File: src/rtl/addsub_pkg.sv
// Shared FSM state encoding and default geometry for the chunked adder/subtractor.
package addsub_pkg;

  typedef enum logic [1:0] {
    IDLE = 2'd0,
    CALC = 2'd1,
    DONE = 2'd2
  } state_t;

  localparam int DEF_WIDTH = 32;
  localparam int DEF_CHUNK = 8;

endpackage

File: src/rtl/adder_chunk.sv
// CHUNK-bit combinational ripple adder; also exposes the carry into its MSB
// so the caller can derive signed overflow on the top chunk.
module adder_chunk
  import addsub_pkg::*;
#(
  parameter int CHUNK = DEF_CHUNK
) (
  input  logic [CHUNK-1:0] a,
  input  logic [CHUNK-1:0] b,
  input  logic             cin,
  output logic [CHUNK-1:0] sum,
  output logic             cout,
  output logic             cmsb
);

  logic [CHUNK:0] c;

  assign c[0] = cin;

  for (genvar gi = 0; gi < CHUNK; gi++) begin : g_bit
    assign sum[gi]  = a[gi] ^ b[gi] ^ c[gi];
    assign c[gi+1]  = (a[gi] & b[gi]) | (c[gi] & (a[gi] ^ b[gi]));
  end

  assign cout = c[CHUNK];
  assign cmsb = c[CHUNK-1];

endmodule

File: src/rtl/multicycle_addsub.sv
// Multicycle add/subtract: one CHUNK-bit slice per cycle through a single adder_chunk.
// Optional saturation on signed overflow is compiled in with `define ADDSUB_SAT_EN.
module multicycle_addsub
  import addsub_pkg::*;
#(
  parameter int WIDTH = DEF_WIDTH,
  parameter int CHUNK = DEF_CHUNK
) (
  input  logic             clk,
  input  logic             rst_n,
  input  logic             in_valid,
  output logic             in_ready,
  input  logic [WIDTH-1:0] a,
  input  logic [WIDTH-1:0] b,
  input  logic             cin,
  input  logic             sub,
  output logic             out_valid,
  input  logic             out_ready,
  output logic [WIDTH-1:0] sum,
  output logic             carry,
  output logic             over,
  output logic             zero
);

  localparam int NCHUNK = WIDTH / CHUNK;
  localparam int CW     = (NCHUNK > 1) ? $clog2(NCHUNK) : 1;
  localparam logic [CW-1:0] LAST = CW'(NCHUNK - 1);

  if ((WIDTH % CHUNK) != 0 || WIDTH < 2) begin : g_bad_geometry
    $error("multicycle_addsub: WIDTH (%0d) must be a multiple of CHUNK (%0d) and >= 2",
           WIDTH, CHUNK);
  end

  state_t state_reg, state_next;

  logic [WIDTH-1:0] a_reg;
  logic [WIDTH-1:0] b_reg;
  logic             sub_reg;
  logic             carry_reg;
  logic [CW-1:0]    cnt_reg;
  logic [WIDTH-1:0] acc_reg;
  logic [WIDTH-1:0] sum_reg;
  logic             carry_out_reg;
  logic             over_reg;
  logic             zero_reg;

  // Operand slices, indexed by the chunk counter.
  logic [CHUNK-1:0] a_chunk [NCHUNK];
  logic [CHUNK-1:0] b_chunk [NCHUNK];

  for (genvar gi = 0; gi < NCHUNK; gi++) begin : g_slice
    assign a_chunk[gi] = a_reg[gi*CHUNK +: CHUNK];
    assign b_chunk[gi] = b_reg[gi*CHUNK +: CHUNK];
  end

  logic [CHUNK-1:0] chunk_sum;
  logic             chunk_cout;
  logic             chunk_cmsb;

  adder_chunk #(.CHUNK(CHUNK)) u_adder (
    .a    (a_chunk[cnt_reg]),
    .b    (b_chunk[cnt_reg]),
    .cin  (carry_reg),
    .sum  (chunk_sum),
    .cout (chunk_cout),
    .cmsb (chunk_cmsb)
  );

  logic             last_chunk;
  logic             ovf;
  logic [WIDTH-1:0] raw_sum;
  logic [WIDTH-1:0] final_sum;

  assign last_chunk = (cnt_reg == LAST);

  // On the last chunk the top slice is still in flight, so splice it in here.
  always_comb begin
    raw_sum = acc_reg;
    raw_sum[WIDTH-1 -: CHUNK] = chunk_sum;
    ovf = chunk_cmsb ^ chunk_cout;
    final_sum = raw_sum;
`ifdef ADDSUB_SAT_EN
    if (ovf) begin
      final_sum = a_reg[WIDTH-1] ? {1'b1, {(WIDTH-1){1'b0}}}
                                 : {1'b0, {(WIDTH-1){1'b1}}};
    end
`endif
  end

  always_ff @(posedge clk or negedge rst_n) begin
    if (!rst_n) begin
      state_reg <= IDLE;
    end else begin
      state_reg <= state_next;
    end
  end

  always_comb begin
    state_next = state_reg;
    case (state_reg)
      IDLE:    if (in_valid)   state_next = CALC;
      CALC:    if (last_chunk) state_next = DONE;
      DONE:    if (out_ready)  state_next = IDLE;
      default: state_next = IDLE;
    endcase
  end

  always_ff @(posedge clk or negedge rst_n) begin
    if (!rst_n) begin
      a_reg         <= '0;
      b_reg         <= '0;
      sub_reg       <= 1'b0;
      carry_reg     <= 1'b0;
      cnt_reg       <= '0;
      acc_reg       <= '0;
      sum_reg       <= '0;
      carry_out_reg <= 1'b0;
      over_reg      <= 1'b0;
      zero_reg      <= 1'b0;
    end else begin
      case (state_reg)
        IDLE: begin
          if (in_valid) begin
            a_reg     <= a;
            b_reg     <= sub ? ~b : b;
            carry_reg <= sub ? 1'b1 : cin;
            sub_reg   <= sub;
            cnt_reg   <= '0;
          end
        end
        CALC: begin
          acc_reg[int'(cnt_reg)*CHUNK +: CHUNK] <= chunk_sum;
          carry_reg <= chunk_cout;
          cnt_reg   <= cnt_reg + 1'b1;
          // Visible results change only when the whole operation is complete.
          if (last_chunk) begin
            sum_reg       <= final_sum;
            carry_out_reg <= chunk_cout & ~sub_reg;
            over_reg      <= ovf;
            zero_reg      <= (final_sum == '0);
          end
        end
        default: ;
      endcase
    end
  end

  assign in_ready  = (state_reg == IDLE);
  assign out_valid = (state_reg == DONE);
  assign sum       = sum_reg;
  assign carry     = carry_out_reg;
  assign over      = over_reg;
  assign zero      = zero_reg;

endmodule

File: config.mk
export PLATFORM = sky130hd
export DESIGN_NAME = multicycle_addsub
export DESIGN_NICKNAME = d
export VERILOG_FILES = /design/src/rtl/addsub_pkg.sv /design/src/rtl/adder_chunk.sv /design/src/rtl/multicycle_addsub.sv
export SDC_FILE = /design/constraint.sdc
export NUM_CORES = 1
export LEC_CHECK = 0
export ABC_AREA = 1
export BUFFER_PORTS_ARGS = -buffer_cell sky130_fd_sc_hd__buf_2
export CAP_MARGIN = 0
export CELL_PAD_IN_SITES_DETAIL_PLACEMENT = 0
export CELL_PAD_IN_SITES_GLOBAL_PLACEMENT = 1
export CORE_AREA = 4 4 114 138
export DETAILED_ROUTE_END_ITERATION = 7
export DIE_AREA = 0 0 118 142
export PLACE_DENSITY = 0.83
export SYNTH_ARGS = -nofsm -noshare
export SYNTH_HDL_FRONTEND = slang
export SYNTH_HIERARCHICAL = 1
export SYNTH_SLANG_ARGS = --single-unit
File: constraint.sdc
create_clock -name clk -period 5.55 [get_ports clk]
set_input_delay 0.2775 -clock clk [delete_from_list [all_inputs] [get_ports clk]]
set_output_delay 0.2775 -clock clk [all_outputs]
set_load 0.01 [all_outputs]
### After elaboration in Yosys (flattened, before gate mapping)

Index checks and enable logic that the tools add are counted.

* latch bits: 0
* register bits after elaboration: 137
* memories kept: 0
* ROM bits: 0
* memory bits (writable): 0
* output and inout bits: 37

* mux-type cells: 17
* reductions and logical operators: 7
* shifts and indexed selects: 2
* div/mod/pow operators: 0
* equality and inequality tests: 6
* $add $sub $neg: 2
* $mul: 0
* bitwise logic cells: 45
* $lt $le $gt $ge: 1

Operators by type and width (number)
* $neg A5 Y33: 1
* $shift A8 B33 Y32 const A: 1
* $shiftx A8 B33 Y32: 1
* $bmux W8 S2: 2
* $bwmux W32: 1
* $logic_not A32 Y1: 1
* $mux W32: 1
* $mux W8: 4
* $not A32 Y32: 1
* $and A1 B1 Y1: 17
* $xor A1 B1 Y1: 17
* $mux W2: 4
* $or A1 B1 Y1: 8
* $pmux W2 S3: 1
* $reduce_and A2 Y1: 3
* $eq A2 B2 Y1 const B: 2
* $ne A2 B2 Y1 const B: 2
* $pmux W2 S2: 1
* $ge A3 B3 Y1 const B: 1
* $not A2 Y3: 1
* $reduce_and A3 Y1: 1
* $add A2 B1 Y2 const B: 1
* $eq A2 B1 Y1 const B: 1
* $logic_not A2 Y1: 1
* 5 further kinds: 6

### Depth between registers and ports, before layout

Gate-level depths: netlist of the first run.

* word-level depth: 22
* mapped depth: 22
* depth with buffers taken out: 20

### By module

Netlist of the first run, hierarchy kept.

By module, submodules not included
* multicycle_addsub: cells an instance 663, area an instance 5770.5 µm², instances 1
* adder_chunk: cells an instance 18, area an instance 197.7 µm², instances 1

### Worst setup path after synthesis of the first run

Ideal clock, no wire load.

* path kind: register to register
* start point: register cnt_reg[0]
* end point: register zero_reg (netlist: zero)
* library setup time: 0.078 ns
* period minus slack after synthesis: 4.449 ns
* cell stages (with the launch flop): 23
* slack: 1.101 ns
* arrival time: 4.371 ns
* data required time: 5.472 ns
* cell sequence: dfrtp_1 -> buf_2 -> inv_1 -> clkbuf_1 -> o21ai_0 -> o22ai_1 -> fa_1 -> inv_1 -> fa_1 -> inv_1 -> fa_1 -> fa_1 -> fa_1 -> fa_1 -> inv_1 -> fa_1 -> inv_1 -> fa_1 -> nor2_1 -> nand2_1 -> nor2_1 -> nand3_1 -> o21bai_1

* cells in the longest elaborated chain, start to end: 21

RTL lines
* start, declared: RTL line multicycle_addsub.sv:40 `logic [CW-1:0] cnt_reg;`
* start signal, assigned: RTL line multicycle_addsub.sv:134 `cnt_reg <= cnt_reg + 1'b1;`
* $not A2 Y3 (not written as such) (*): RTL line multicycle_addsub.sv:61, multicycle_addsub.sv:62
* $bmux W8 S2, on equally long branches: RTL line multicycle_addsub.sv:61, multicycle_addsub.sv:62
* $mux W8, on equally long branches (2 in a row): RTL line multicycle_addsub.sv:61, multicycle_addsub.sv:62
* $xor A1 B1 Y1: RTL line adder_chunk.sv:22 `assign c[gi+1] = (a[gi] & b[gi]) | (c[gi] & (a[gi] ^ b[gi]));`
* $and A1 B1 Y1: RTL line adder_chunk.sv:22
* $or A1 B1 Y1: RTL line adder_chunk.sv:22
* $and A1 B1 Y1: RTL line adder_chunk.sv:22
* $or A1 B1 Y1: RTL line adder_chunk.sv:22
* (+6 left out)
* $and A1 B1 Y1: RTL line adder_chunk.sv:22
* $or A1 B1 Y1: RTL line adder_chunk.sv:22
* $and A1 B1 Y1: RTL line adder_chunk.sv:22
* $or A1 B1 Y1 (*): RTL line adder_chunk.sv:22
* via chunk_cmsb: RTL line multicycle_addsub.sv:58 `logic chunk_cmsb;`
* $xor A1 B1 Y1 (*): RTL line adder_chunk.sv:21 `assign sum[gi] = a[gi] ^ b[gi] ^ c[gi];`
* via chunk_sum[7]: RTL line multicycle_addsub.sv:56 `logic [CHUNK-1:0] chunk_sum;`
* $logic_not A32 Y1 (*): RTL line multicycle_addsub.sv:140 `zero_reg <= (final_sum == '0);`
* end signal, assigned: RTL line multicycle_addsub.sv:140
* end, declared: RTL line multicycle_addsub.sv:45 `logic zero_reg;`

The timed path passes the listed nets; every way through them passes the cells marked *. The select of a mux whose other input is x is not followed.
A chain may end at the register's enable or synchronous reset.

### Worst setup path in the final report of the first run

Ends and elaborated chain as after synthesis.

==> results of run 1 <==
-- logic make-up (layout without fill, tap and decap cells) --
family / count (synthesis) / count (layout)
flops: 129 / 129
buf+inv: 73 / 182
compound gates: 142 / 142
xor+xnor: 33 / 33
simple gates: 291 / 291
fa+ha+maj: 13 / 13
-- worst max-delay path, cell delays in order, from the launching register on --
cell      delay [ns]
dfrtp_1         0.34
buf_4           0.21
inv_1           0.30
o21ai_0         0.25
o22ai_1         0.12
fa_1            0.43
inv_1           0.08
fa_1            0.17
inv_1           0.05
fa_1            0.39
fa_1            0.40
fa_1            0.40
fa_1            0.39
inv_1           0.08
fa_1            0.16
inv_1           0.07
fa_1            0.52
nor2_1          0.13
nand2_1         0.06
nor2_1          0.11
nand3_1         0.09
o21bai_1        0.14
-- path summary, 6_finish.rpt --
check / startpoint / end / slack [ns] / cells after the start
worst max-delay path: cnt_reg[0] / zero / 0.56 / 21
worst min-delay path: rst_n / sum[18] / 0.02 / 1
worst max register to register: cnt_reg[0] / zero / 0.56 / 21
worst min register to register: sum[2] / sum[2] / 0.47 / 2
max in group asynchronous: rst_n / b_reg[25] / 4.27 / 2
min in group clk: a[7] / a_reg[7] / 0.05 / 3
-- power by group through the flow --
stage | combinational [uW] | clock [uW] | sequential, uW
2_1_floorplan | 1560 | 0 | 1590
3_3_place_gp | 2270 | 0 | 1610
3_5_place_dp | 2330 | 0 | 1610
4_1_cts | 2340 | 1180 | 1600
5_1_grt | 2640 | 1220 | 1650
6_report | 2320 | 1160 | 1600
-- area by class of cell --
| cell class | instances | area share (%) |
|---|---|---|
| Sequential cell | 129 | 44.7 |
| Multi-Input combinational cell | 479 | 33.7 |
| Timing Repair Buffer | 113 | 8.10 |
| Clock buffer | 21 | 6.51 |
| Tap cell | 175 | 3.03 |
| Clock inverter | 11 | 2.13 |
| Inverter | 37 | 1.92 |
-- metrics by stage --
step,worst slack [ns],util (%)
floorplan,1.10,-
global placement,0.810,46.2
detailed placement,0.647,46.2
CTS,0.634,50.6
global route,0.295,50.6
finish,0.563,50.6
-- metal layers --
| layer | vias up | track usage [%] |
|---|---|---|
| met5 | - | 0 |
| met1 | 2227 | 24.0 |
| li1 | 2389 | - |
| met4 | 0 | 6.05 |
| met3 | 20 | 4.65 |
| met2 | 135 | 29.9 |
-- cells in the final DEF, fill, tap and decap left out, types with 2 or more instances in the layout --
master and instances:
buf_2 105, buf_4 8, bufinv_16 3, clkbuf_16 17, clkbuf_8 3, clkinv_4 4
clkinvlp_4 2, dfrtp_1 129, fa_1 8, ha_1 5, inv_1 34, inv_2 2
nand2_1 216, nand3_1 10, nand3_2 2, nand4_1 6, nor2_1 49, nor2_2 2
nor2_4 2, o21ai_0 109, o21ai_1 8, o21bai_1 2, o22ai_1 21, xnor2_1 33
==> summary.md, run 1 <==
| Metric | Value |
|---|---|
| Status | `finished, final reports clean` |
| Slew margin rel. | `34.7%` |
| TritonRoute pass-1 iters | `4` |
| Total CTS buffers | `17` |
| Fmax achieved | `0.201 GHz` |
| Post-synthesis sequential area ratio | `54.1%` |
| Register share of total power | `31.5%` |
| Comb power frac | `about 46%` |
| Via count | `4771` |
| Met1 wire length | `6670 um` |
| Number of H-tree levels | `4` |
| Multiplexer share of the synthesized area | `0%` |
| Die area | `0.0168 sq mm` |
| Share of cells above drive strength 1 | `19.7%` |
| Antenna diodes | `0` |
| Int Pwr | `2900 uW` |
| Setup Skew | `0.00933 ns` |
| Synth cell types | `28` |
| Syn Std Cell Area | `0.00597 sq mm` |
| Sw power | `2190 uW` |
| Min cycle time layout | `4.99 ns` |
| Pin count of the biggest net entering global routing | `~100` |
| Final period util | `89.9%` |
| Top layer in use | `met4` |
| Synthesized area per cell | `8.76 sq um` |
| Die W | `118 um` |
| Number of flops mapped to enable cells by yosys | `0` |
| Setup TNS | `0 ns` |
| Synth top cells by count | `216 x nand2_1, 129 x dfrtp_1, 109 x o21ai_0` |
| Post-CTS Resized | `0` |
| Final instance area | `between 0.007 and 0.008 sq mm` |
| Core Region | `0.0143 sq mm` |
| Power, Total | `5090 uW` |
| Gr usage total | `between 15 and 20%` |
| Crit Path Category | `reg -> reg` |
| Grt total ovfl | `0` |
| CP Max Fanout | `23` |
| MaxCap Viol Count | `0` |
| Post-route DRC violation count | `0` |
| Post-Layout Cell Count | `965` |
| Area share of the leading cell type in the synthesized netlist | `54.1%` |
| Max-slew violations | `0` |
| Sw Ratio | `43.0%` |
| Largest family of logic cells by synthesized area | `simple AND/OR/NAND/NOR gates` |
| RSZ-0062 raised after global routing | `false` |
| CTS tree | `yes` |
| Post-synthesis compound-gate area fraction | `12.5%` |
| Vias in the first global route | `about 4900` |
| DRT antenna net count | `0` |
| Gate count after technology mapping | `681` |
| VDD IR-drop max | `0.408 mV` |
| Starting Density | `41.8%` |
| First-pass GRT wire length | `approximately 24000 um` |
| PortBufs | `106` |
| Rows | `48` |
| Multi-input logic area | `0.00243 sq mm` |
| Clock Sinks | `129` |
| Hold crit path type | `in -> async` |
| Fillers | `1363` |
| Post-CTS Setup Inserts | `0` |
| IO Count | `roughly 110` |
| Routed length on met3 | `752 um` |
| Largest area contributor in the netlist | `dfrtp_1` |
| Syn. warnings | `6` |
| Count leader, synth | `nand2_1` |
| Mapped Nets | `764` |
| Leak | `0.00367 uW` |
| Hold_buf cts | `0` |
| Post-Place Cell Area | `0.00661 sq mm` |
| Critical Path RT | `around 6 ns` |
| Async SR Flop Fraction | `100%` |
| Final Hold Fails | `0` |
| Most used flip-flop cell after synthesis | `dfrtp_1` |
| Final WL | `between 10000 and 15000 um` |
| WHS | `0.0249 ns` |
| Initial antenna violation count | `0` |
| CP endpoint kind | `register` |
| Least-Margin Pin Slew | `0.979 ns` |
| Chip height | `142 um` |
| Synthesis-to-finish area growth | `21.1%` |
| Root buf cell | `clkbuf_16` |
| #FFs+latches synth | `between 100 and 150` |
| Dpl hpwl | `10500 um` |
| PD cells | `704 mW/mm^2` |
| WP data arrival | `5.32 ns` |
| GPL Wtd Cong | `about 0.85` |
| Drt first-iter violations | `360` |
| Clk pwr share | `22.9%` |
| Ranking of synthesized cells by area | `dfrtp_1 54%, nand2_1 14%, o21ai_0 9.1%, xnor2_1 4.8%, nor2_1 3.1%` |
| Startpoint types | `register` |
| Met2 wire length | `approximately 7000 um` |
| Post-synthesis xor/xnor area fraction | `4.84%` |
| Routed wire per std cell | `15.2 um` |
| Clk buf depth | `2` |
| Synthesized-area fraction occupied by adder cells | `3.73%` |
| Placed instance count | `about 930` |
| FF/Latch Area | `between 0.003 and 0.004 sq mm` |
| Synth Area in Simple Gates | `19.7%` |
| DR vias/cell | `just under 5` |
| Fin nets | `860` |
| Later-pin clock latency in the skew report | `0.41 ns` |
| Setup-failing EPs final | `0` |
| Reg clk slew, reported paths | `0.06 ns` |
Note: power is estimated with default switching activity, not from simulation.
==> inputs of run 2 (changes only) <==
--- a/config.mk
+++ b/config.mk
@@ -5,15 +5,15 @@
 export SDC_FILE = /design/constraint.sdc
 export NUM_CORES = 1
 export LEC_CHECK = 0
-export ABC_AREA = 1
+export ABC_AREA = 0
 export BUFFER_PORTS_ARGS = -buffer_cell sky130_fd_sc_hd__buf_2
 export CAP_MARGIN = 0
 export CELL_PAD_IN_SITES_DETAIL_PLACEMENT = 0
 export CELL_PAD_IN_SITES_GLOBAL_PLACEMENT = 1
-export CORE_AREA = 4 4 114 138
+export CORE_AREA = 4 4 110 133
 export DETAILED_ROUTE_END_ITERATION = 7
-export DIE_AREA = 0 0 118 142
-export PLACE_DENSITY = 0.83
+export DIE_AREA = 0 0 114 137
+export PLACE_DENSITY = 0.82
 export SYNTH_ARGS = -nofsm -noshare
 export SYNTH_HDL_FRONTEND = slang
 export SYNTH_HIERARCHICAL = 1
==> run 2 against run 1 <==
  * Final area down 3.1%
  * Combinational power down 7%
  * Non-clock buffer count down 3
  * Synthesized area down 1.2%
  * Core utilization up 2.3 points
  * Synthesized cell count down 38%
  * Die area down 6.8%
  * Worst setup slack worse by 0.072 ns
  * Via count down 23%
==> summary.md, run 2 <==
| Metric | Value |
|---|---|
| Status | `finished, final reports clean` |
| Pin count of the biggest net entering global routing | `102 (+0.99%)` |
| Synthesized area per cell | `13.9 sq um (+58%)` |
| DR vias/cell | `5.16 (+4.4%)` |
| Grt total ovfl | `0 (unchanged)` |
| Die area | `0.0156 sq mm (-6.8%)` |
| Later-pin clock latency in the skew report | `0.41 ns (about the same)` |
| Reg-to-Reg End | `zero` |
| Clk buf depth | `2 (unchanged)` |
| DRT antenna net count | `0 (unchanged)` |
| CP Max Fanout | `9 (-61%)` |
| Max-slew violations | `0 (unchanged)` |
| Final period util | `91.2% (+1.3 points)` |
| R2R cell count | `16 (-24%)` |
| Drt first-iter violations | `198 (-45%)` |
| Synthesis-to-finish area growth | `18.7%` |
| Mapped Nets | `508 (-34%)` |
| Placed instance count | `678 (-27%)` |
| Root buf cell | `clkbuf_16` |
| Post-CTS Setup Inserts | `0 (unchanged)` |
| Crit Path Category | `reg -> reg` |
| Synth top cells by count | `129 x dfrtp_1, 42 x mux2_2, 34 x nor2_1` |
| CTS tree | `yes` |
| Synth cell types | `33 (+18%)` |
| Crit path max-delay family | `adder cells` |
| Setup TNS | `0 ns (unchanged)` |
| Total CTS buffers | `17 (unchanged)` |
| TritonRoute pass-1 iters | `4 (unchanged)` |
| Async SR Flop Fraction | `100% (unchanged)` |
| Initial antenna violation count | `0 (unchanged)` |
| Area share of the leading cell type in the synthesized netlist | `54.7% (+0.65 points)` |
| PortBufs | `106 (unchanged)` |
| Syn Std Cell Area | `0.00590 sq mm (-1.2%)` |
| Post-layout util | `52.9% (+2.3 points)` |
| Rows | `46 (-4.2%)` |
| Final WL | `12500 um (-15%)` |
| Syn. warnings | `6 (unchanged)` |
| Setup-failing EPs final | `0 (unchanged)` |
| Fin nets | `612 (-29%)` |
| Max incr delay on CP | `0.66 ns (+0.14 ns)` |
| Die W | `114 um (-3.4%)` |
| PD cells | `683 mW/mm^2 (-3.1%)` |
| Most used cell, CP | `fa_1` |
| Number of flops mapped to enable cells by yosys | `0 (unchanged)` |
| RSZ-0062 raised after global routing | `false` |
| Number of buffers and inverters on the critical path | `4 (-2)` |
| Gate count after technology mapping | `425 (-38%)` |
| Most used flip-flop cell after synthesis | `dfrtp_1` |
| IO Count | `107 (unchanged)` |
| VDD IR-drop max | `0.329 mV (-20%)` |
| Starting Density | `44.5% (+2.8 points)` |
| Final Hold Fails | `0 (unchanged)` |
| Power, Total | `4780 uW (-6.1%)` |
| Post-synthesis sequential area ratio | `54.7% (+0.65 points)` |
| Reg clk slew, reported paths | `0.05 ns (about the same)` |
| Vias in the first global route | `4024 (-17%)` |
| Number of H-tree levels | `4 (unchanged)` |
| Least-Margin Pin Slew | `1.00 ns (+0.0242 ns)` |
| Register-to-register setup slack | `0.49 ns (-0.07 ns)` |
| Startpoint types | `register` |
| First-pass GRT wire length | `20800 um (-15%)` |
| Routed wire per std cell | `17.6 um (+15%)` |
| Crit path max-delay cell type | `dfrtp_1` |
| WP data arrival | `5.37 ns (+0.05 ns)` |
| Ranking of synthesized cells by area | `dfrtp_1 55%, mux2_2 8.0%, mux4_2 6.1%, xnor2_1 4.9%, mux2_1 4.4%` |
| Post-CTS Resized | `0 (unchanged)` |
| Clock Sinks | `129 (unchanged)` |
| Share of cells above drive strength 1 | `37.6% (+18 points)` |
| Critical Path RT | `5.86 ns (-0.02 ns)` |
| Chip height | `137 um (-3.5%)` |
| Antenna diodes | `0 (unchanged)` |
| Setup Skew | `0.00549 ns (-0.00384 ns)` |
| WHS | `0.0243 ns (-0.000562 ns)` |
| CP endpoint kind | `register` |
| Hold_buf cts | `0 (unchanged)` |
| Cell Chain, Critical Path | `mux4_2 > fa_1 > inv_1 > fa_1 > inv_1 > fa_1 > fa_1 > fa_1 > fa_1 > inv_1 > fa_1 > inv_1 > fa_1 > nor4_1 > nand4_1 > o31ai_1` |
| Reg2reg start | `cnt_reg[0]` |
| Hold crit path type | `in -> async` |
| Slew margin rel. | `33.1% (-1.6 points)` |
| Min cycle time layout | `5.06 ns (+0.0723 ns)` |
| Critical Path Stages | `16 (-24%)` |
| Post-Layout Cell Count | `708 (-27%)` |
| Count leader, synth | `dfrtp_1` |
| Via count | `3655 (-23%)` |
| Commonest non-fill, non-tap cell in the layout | `dfrtp_1` |
| GPL Wtd Cong | `0.807 (-4.7%)` |
| Dpl hpwl | `8990 um (-15%)` |
| Gr usage total | `17.3% (-0.90 points)` |
| #FFs+latches synth | `129 (unchanged)` |
| Core Region | `0.0132 sq mm (-7.4%)` |
| Fmax achieved | `0.198 GHz (-1.4%)` |
| MaxCap Viol Count | `0 (unchanged)` |
| Post-route DRC violation count | `0 (unchanged)` |
| Largest area contributor in the netlist | `dfrtp_1` |
| Most frequent cells in the layout | `129 x dfrtp_1, 105 x buf_2, 42 x mux2_2` |
| Leak | `0.00327 uW (-11%)` |
[run 2: cell types whose count changed after synthesis, sizes merged, moves of 21 or more]
cell / change
o21ai: -112
mux2: +65
a21oi: +31
o22ai: -21
inv: -22
a22o: +24
nand2: -213
[run 2: stage by stage]
step	instance area (sq um)	worst slack, ns
CTS	7000	0.486
finish	7000	0.491
global route	7000	0.166
floorplan	5900	0.754
global placement	6490	0.606
detailed placement	6490	0.545
[run 2: kinds of logic after synthesis]
group | after synthesis | synth area share, %
AOI/OAI and AO/OA | 63 | 6.96
xor gates and xnor gates | 33 | 4.90
and+or+nand+nor | 66 | 6.96
DFF | 129 | 54.7
muxes | 82 | 18.7
adders and majority gates | 13 | 3.78
buffers and inverters | 39 | 3.97
[run 2: how the worst max path moves through the flow]
stage | start | end | slack [ns]
2_1_floorplan | cnt_reg[0] | zero | 0.75
3_3_place_gp | cnt_reg[0] | zero | 0.61
3_5_place_dp | cnt_reg[0] | zero | 0.54
4_1_cts | cnt_reg[0] | zero | 0.49
5_1_grt | cnt_reg[0] | zero | 0.17
6_report | cnt_reg[0] | zero | 0.49
[run 2: final cells by class]
class	instances	area, sq um
clock buffer	24	472
multi-input combinational	257	2440
clock inverter	6	35.0
fill	1166	6240
tap	168	210
timing repair buffer	110	563
sequential	129	3230
inverter	14	52.6
[run 2: routing by layer]
layer	track usage [%]	wire length (um)
met5	0	0
met3	4.73	561
met1	20.8	5000
met2	30.0	6630
met4	6.14	264
[run 2: worst register-to-register path, cell delays in order (launching register included)]
cell and delay [ns]:
dfrtp_1 0.66, mux4_2 0.60, fa_1 0.43, inv_1 0.08
fa_1 0.16, inv_1 0.05, fa_1 0.37, fa_1 0.39
fa_1 0.39, fa_1 0.37, inv_1 0.08, fa_1 0.18
inv_1 0.08, fa_1 0.51, nor4_1 0.28, nand4_1 0.13
o31ai_1 0.20
[run 2: power by group]
part | internal [uW] | switching, uW | total [uW]
Sequential | 1360 | 298 | 1660
Combinational | 975 | 1190 | 2160
Clock | 585 | 373 | 958
